File: src/rtl/uart_cmd_rx.sv
// uart_cmd_rx: UART (8N1, or 8E1 with UART_RX_PARITY_EN) two-byte command receiver for the FSM/ALU core.
// Latency: cmd_valid rises one cycle after the operand byte's stop-bit sample.
// Backpressure: a command is held until cmd_ready; a command completing while one is pending is dropped and sets sticky overrun.
//
// Parameters: CLKS_PER_BIT (>= 4) clocks per UART bit; HDR_MARK value required in header byte [7:3].
// Ports:
//   clock, reset      - system clock, synchronous active-high reset
//   rx                - asynchronous UART line, idle high
//   cmd_valid/ready   - command handshake; a/b/opcode stable while cmd_valid
//   a, b, opcode      - operand byte [7:4], operand byte [3:0], header byte [2:0]
//   frame_err         - one-cycle pulse: bad stop bit, bad header marker or bad parity
//   overrun           - sticky until reset: command lost because the previous one was not yet taken
// Optional feature macro: UART_RX_PARITY_EN adds one even-parity bit after D7.
module uart_cmd_rx #(
  parameter int unsigned CLKS_PER_BIT = 1250,
  parameter logic [4:0]  HDR_MARK     = 5'b10100
) (
  input  logic       clock,
  input  logic       reset,
  input  logic       rx,
  input  logic       cmd_ready,
  output logic       cmd_valid,
  output logic [3:0] a,
  output logic [3:0] b,
  output logic [2:0] opcode,
  output logic       frame_err,
  output logic       overrun
);

  // Baud counter only ever holds 0 .. CLKS_PER_BIT-1.
  localparam int unsigned   CW      = (CLKS_PER_BIT > 1) ? $clog2(CLKS_PER_BIT) : 1;
  localparam logic [CW-1:0] HALF_M1 = CW'(CLKS_PER_BIT / 2 - 1);
  localparam logic [CW-1:0] FULL_M1 = CW'(CLKS_PER_BIT - 1);

  // ---------------------------------------------------------------------------
  // Input synchronizer; idles high so reset never looks like a start bit.
  // ---------------------------------------------------------------------------
  logic rx_m;
  logic rx_s;

  always_ff @(posedge clock) begin
    if (reset) begin
      rx_m <= 1'b1;
      rx_s <= 1'b1;
    end else begin
      rx_m <= rx;
      rx_s <= rx_m;
    end
  end

  // ---------------------------------------------------------------------------
  // Bit-level receive FSM
  // ---------------------------------------------------------------------------
  typedef enum logic [2:0] {
    BIT_IDLE,
    BIT_START,
    BIT_DATA,
    BIT_PARITY,
    BIT_STOP
  } bit_state_t;

  bit_state_t    bit_state;
  bit_state_t    bit_next;
  logic [CW-1:0] baud_cnt;
  logic [2:0]    bit_cnt;
  logic [7:0]    shreg;
  logic          baud_done;
  logic          data_smp;
  logic          stop_smp;
  logic          stop_ok;
  logic          byte_vld;
  logic          byte_err;
`ifdef UART_RX_PARITY_EN
  logic          par_smp;
  logic          par_ok;
`endif

  always_comb begin
    bit_next  = bit_state;
    baud_done = 1'b0;
    data_smp  = 1'b0;
    stop_smp  = 1'b0;
`ifdef UART_RX_PARITY_EN
    par_smp   = 1'b0;
`endif
    case (bit_state)
      BIT_IDLE: begin
        if (!rx_s) bit_next = BIT_START;
      end
      BIT_START: begin
        // Mid start bit: a high line here is a glitch, not a frame.
        baud_done = (baud_cnt == HALF_M1);
        if (baud_done) bit_next = rx_s ? BIT_IDLE : BIT_DATA;
      end
      BIT_DATA: begin
        baud_done = (baud_cnt == FULL_M1);
        data_smp  = baud_done;
        if (baud_done && (bit_cnt == 3'd7)) begin
`ifdef UART_RX_PARITY_EN
          bit_next = BIT_PARITY;
`else
          bit_next = BIT_STOP;
`endif
        end
      end
`ifdef UART_RX_PARITY_EN
      BIT_PARITY: begin
        baud_done = (baud_cnt == FULL_M1);
        par_smp   = baud_done;
        if (baud_done) bit_next = BIT_STOP;
      end
`endif
      BIT_STOP: begin
        // Leave at mid stop bit so a directly following start bit is caught.
        baud_done = (baud_cnt == FULL_M1);
        stop_smp  = baud_done;
        if (baud_done) bit_next = BIT_IDLE;
      end
      default: bit_next = BIT_IDLE;
    endcase
  end

`ifdef UART_RX_PARITY_EN
  // Parity result is carried to the stop sample so every byte error reports at one point.
  assign stop_ok = rx_s && par_ok;

  always_ff @(posedge clock) begin
    if (reset) begin
      par_ok <= 1'b1;
    end else if (bit_state == BIT_IDLE) begin
      par_ok <= 1'b1;
    end else if (par_smp) begin
      par_ok <= (rx_s == ^shreg);
    end
  end
`else
  assign stop_ok = rx_s;
`endif

  always_ff @(posedge clock) begin
    if (reset) begin
      bit_state <= BIT_IDLE;
      baud_cnt  <= '0;
      bit_cnt   <= '0;
      shreg     <= '0;
      byte_vld  <= 1'b0;
      byte_err  <= 1'b0;
    end else begin
      bit_state <= bit_next;
      byte_vld  <= stop_smp && stop_ok;
      byte_err  <= stop_smp && !stop_ok;

      if ((bit_state == BIT_IDLE) || baud_done) begin
        baud_cnt <= '0;
      end else begin
        baud_cnt <= baud_cnt + CW'(1);
      end

      if (bit_state == BIT_IDLE) begin
        bit_cnt <= '0;
      end else if (data_smp && (bit_cnt != 3'd7)) begin
        bit_cnt <= bit_cnt + 3'd1;
      end

      // LSB first. shreg stays untouched until the next frame's data bits,
      // so the assembler can read it directly in the byte_vld cycle.
      if (data_smp) shreg <= {rx_s, shreg[7:1]};
    end
  end

  // ---------------------------------------------------------------------------
  // Byte assembler: header byte, then operand byte
  // ---------------------------------------------------------------------------
  typedef enum logic {
    ASM_HDR,
    ASM_OPS
  } asm_state_t;

  asm_state_t asm_state;
  asm_state_t asm_next;
  logic       hdr_ok;
  logic       hdr_bad;
  logic       cmd_done;
  logic [2:0] opc_pend;
  logic       accept;

  always_comb begin
    asm_next = asm_state;
    hdr_ok   = 1'b0;
    hdr_bad  = 1'b0;
    cmd_done = 1'b0;
    if (byte_err) begin
      asm_next = ASM_HDR;
    end else if (byte_vld) begin
      case (asm_state)
        ASM_HDR: begin
          if (shreg[7:3] == HDR_MARK) begin
            hdr_ok   = 1'b1;
            asm_next = ASM_OPS;
          end else begin
            hdr_bad  = 1'b1;
          end
        end
        ASM_OPS: begin
          cmd_done = 1'b1;
          asm_next = ASM_HDR;
        end
        default: asm_next = ASM_HDR;
      endcase
    end
  end

  always_ff @(posedge clock) begin
    if (reset) begin
      asm_state <= ASM_HDR;
      opc_pend  <= '0;
      frame_err <= 1'b0;
    end else begin
      asm_state <= asm_next;
      frame_err <= byte_err || hdr_bad;
      if (hdr_ok) opc_pend <= shreg[2:0];
    end
  end

  // ---------------------------------------------------------------------------
  // Output register and handshake
  // ---------------------------------------------------------------------------
  assign accept = cmd_valid && cmd_ready;

  always_ff @(posedge clock) begin
    if (reset) begin
      cmd_valid <= 1'b0;
      a         <= '0;
      b         <= '0;
      opcode    <= '0;
      overrun   <= 1'b0;
    end else if (cmd_done && (!cmd_valid || accept)) begin
      // Slot is free, or frees on this very edge: take the new command.
      cmd_valid <= 1'b1;
      a         <= shreg[7:4];
      b         <= shreg[3:0];
      opcode    <= opc_pend;
    end else begin
      if (cmd_done) overrun   <= 1'b1;
      if (accept)   cmd_valid <= 1'b0;
    end
  end

endmodule
File: config.mk
export PLATFORM = sky130hd
export DESIGN_NAME = uart_cmd_rx
export DESIGN_NICKNAME = d
export VERILOG_FILES = /design/src/rtl/uart_cmd_rx.sv
export SDC_FILE = /design/constraint.sdc
export NUM_CORES = 1
export LEC_CHECK = 0
export CORE_MARGIN = 3
export CORE_UTILIZATION = 56
export DETAILED_ROUTE_END_ITERATION = 8
export PLACE_DENSITY = 0.74
export SETUP_SLACK_MARGIN = 0.3
export SYNTH_ARGS = -nofsm -noshare
export SYNTH_HDL_FRONTEND = slang
export SYNTH_SLANG_ARGS = --single-unit
export TNS_END_PERCENT = 100
File: constraint.sdc
create_clock -name clock -period 2.4 [get_ports clock]
set_clock_uncertainty 0.15 [all_clocks]
set_input_delay 0.48 -clock clock [delete_from_list [all_inputs] [get_ports clock]]
set_output_delay 0.48 -clock clock [all_outputs]
set_load 0.005 [all_outputs]
==> results.sh <==
export IMPL_drt_iter0_drc=79
export IMPL_nets=234
export IMPL_grt_max_degree=33
export IMPL_vias=1451
export IMPL_syn_cell_area_sq_um=1950
export IMPL_critPathBufInv=0
export IMPL_synthArstFlopShare=0
export IMPL_synth_cell_type_count=36
export IMPL_ant_nets=0
export IMPL_cp_cell_sequence="or4b_1 > or4_4 > or3b_1 > a21oi_1"
export IMPL_layout_commonest_cell="dfxtp_1"
export IMPL_post_route_drc_count=0
export IMPL_path_class="reg2reg"
export IMPL_overflow=0
export IMPL_ys_warnings_count=0
export IMPL_grt_pass1_vias=1456
export IMPL_synth_cells=205
export IMPL_gp_congestion=0.844
export IMPL_ys_seq_area_frac=0.483
export IMPL_cp_slowest_stage_delay_ps=530
export IMPL_core_area_sq_um=3180
export IMPL_p_total_mw=1.18
export IMPL_power_frac_comb=0.024
export IMPL_p_switching_uw=253
export IMPL_synth_top_cell_area_share=0.483
export IMPL_worstSkewPairLatency_ps=350
export IMPL_powerDensity_nw_per_um2=524
export IMPL_avgSynthCellArea_sq_um=9.50
export IMPL_num_fill_cells=248
export IMPL_p_clk_frac=0.313
export IMPL_setup_viol=0
export IMPL_cap_violations=0
export IMPL_setup_tns_ps=0
export IMPL_clock_fmax_mhz=474
export IMPL_pwr_share_seq=0.663
export IMPL_areaGrowthSynthToFinish_pct=15.8
export IMPL_clk_pin_slew_worst_paths_ps=120
export IMPL_synth_edf_count=0
export IMPL_vdd_ir_drop_max_v=0.000492
export IMPL_endpoint_kind="flip-flop"
export IMPL_p_int_uw=930
export IMPL_worst_pin_slew_ps=506
export IMPL_clock_path_buffers=2
export IMPL_io_buffers=17
export IMPL_antenna_found_initial=0
export IMPL_synth_top_flop_cell="dfxtp_1"
export IMPL_dr_pass1_iters=4
export IMPL_wl_um=3610
export IMPL_synth_area_leaders="dfxtp_1, mux2i_1, nor2_1, nor3_1, ha_1"
export IMPL_cts_made_buffers=5
export IMPL_swShare=0.214
export IMPL_drv_slew=0
export IMPL_layout_common_cells="dfxtp_1, nor2_1, mux2i_1"
export IMPL_multi_input_area_sq_um=936
export IMPL_h_tree_depth=2
export IMPL_post_drt_wl_per_cell_um=13.4
export IMPL_rsz0062_at_grt="true"
export IMPL_ys_ff_latch=47
export IMPL_critPathMaxFanout=7
export IMPL_fp_dieW_um=65.0
export IMPL_final_core_util=0.709
export IMPL_die_y_um=65.0
export IMPL_grt_pass1_wl_um=6420
export IMPL_cp_slowest_cell="or4b_1"
export IMPL_required_ps=2540
export IMPL_drive_gt1_frac=0.120
export IMPL_dp_hpwl_um=2640
export IMPL_start_util=0.613
export IMPL_layout_min_cycle_time_ps=2110
export IMPL_arrival_ps=2250
export IMPL_antenna_cells=0
export IMPL_cts_sinks=47
export IMPL_root_buffer="clkbuf_4"
export IMPL_hold_buffers=0
export IMPL_synth_largest_area_cell="dfxtp_1"
export IMPL_core_rowCount=20
export IMPL_synth_nets=214
export IMPL_die_area_sq_um=4220
export IMPL_status="completed"
export IMPL_viasPerCell=5.39
export IMPL_cts_tree="done"
export IMPL_io_pins=18
export IMPL_worstSetupStartpointType="flip-flop"
export IMPL_track_usage=0.196
export IMPL_seqCellArea_sq_um=951
export IMPL_p_leak_nw=0.842
export IMPL_cp_top_family="simple AND/OR/NAND/NOR gates"
export IMPL_relSlewSlack=0.659
export IMPL_hp_class="reg2reg"
export IMPL_period_share=0.879
export IMPL_hold_violations=0
## power groups by stage
stage | Clock, mW | Sequential [mW] | Combinational (mW)
final | 0.370 | 0.784 | 0.0278
after global routing | 0.416 | 0.785 | 0.0311
after CTS | 0.380 | 0.785 | 0.0248
after detailed placement | 0 | 0.804 | 0.0247
after global placement | 0 | 0.804 | 0.0239
after floorplan | 0 | 0.803 | 0.0163
## stage by stage
stage / setup slack [ps] / cell area (sq um) / std cells / hold slack [ps]
floorplan: 303 / 1950 / 205 / 239
global placement: 279 / 2160 / 258 / 244
detailed placement: 212 / 2160 / 258 / 250
CTS: 308 / 2220 / 265 / 276
global route: 245 / 2250 / 269 / 305
finish: 289 / 2250 / 269 / 272
## Yosys cell counts, types with 2 or more instances
cell        n
nand3_1     4
nand2b_1    2
nand2_1     5
nor4_1      4
xnor2_1     4
nand4b_1    2
a21oi_1     5
dfxtp_1    47
or2_2       3
o21ai_0     4
clkbuf_1    8
nor3_1     17
inv_1       7
buf_1       2
nor2_1     32
nand4_1     2
mux2i_1    23
nand4bb_1   3
nor2b_1     4
ha_1        5
xor2_1      5
buf_2       2
or3b_1      2
## flip-flops by register name, indices dropped and copies added (netlist names)
register   flops
baud_cnt      11
shreg          8
a              4
b              4
bit_cnt        3
bit_state      3
opc_pend       3
opcode         3
asm_state      1
byte_err       1
byte_vld       1
cmd_valid      1
frame_err      1
overrun        1
rx_m           1
rx_s           1
## routing by layer
| metal | global-route usage | up-vias | share of wire |
|---|---|---|---|
| met2 | 0.324 | 35 | 0.47 |
| met5 | 0 | - | 0 |
| met4 | 0.0950 | 0 | 0.015 |
| li1 | - | 747 | - |
| met1 | 0.240 | 663 | 0.48 |
| met3 | 0.0433 | 6 | 0.038 |
## worst paths after layout
path	depth (start not counted)	slack [ps]	to	start
worst min register to register	1	270	rx_s$_SDFF_PP1_	rx_m$_SDFF_PP1_
worst min-delay path	1	270	rx_s$_SDFF_PP1_	rx_m$_SDFF_PP1_
worst max-delay path	4	290	bit_cnt[2]$_SDFFE_PP0P_	bit_state[2]$_SDFFE_PP0P_
worst max register to register	4	290	bit_cnt[2]$_SDFFE_PP0P_	bit_state[2]$_SDFFE_PP0P_
## cell families (layout without fill, tap and decap cells)
kind of cell / Yosys count / in the layout / share of synthesized area
adder cells (fa/ha/maj): 5 / 5 / 0.0321
multiplexers: 23 / 23 / 0.118
AND/OR/NAND/NOR: 89 / 89 / 0.246
XOR/XNOR: 9 / 9 / 0.0405
flip-flops: 47 / 47 / 0.483
buffers and inverters: 19 / 39 / 0.0379
AO/OA/AOI/OAI: 13 / 13 / 0.0418
## area by class of cell
cell class,count,share of cell area
clock buffers,6,0.0228
clock inverters,1,0.00222
inverters,7,0.0117
multi-input cells,139,0.415
flip-flops and latches,47,0.422
well taps,44,0.0244
repair buffers,25,0.102
## repair_timing
item / in CTS / in global routing
pin swaps: 1 / 2
buffers inserted: 0 / 4
resized for setup: 3 / 3
endpoints found under the setup margin: 11 / 8
Note: power is estimated with default switching activity, not from simulation.
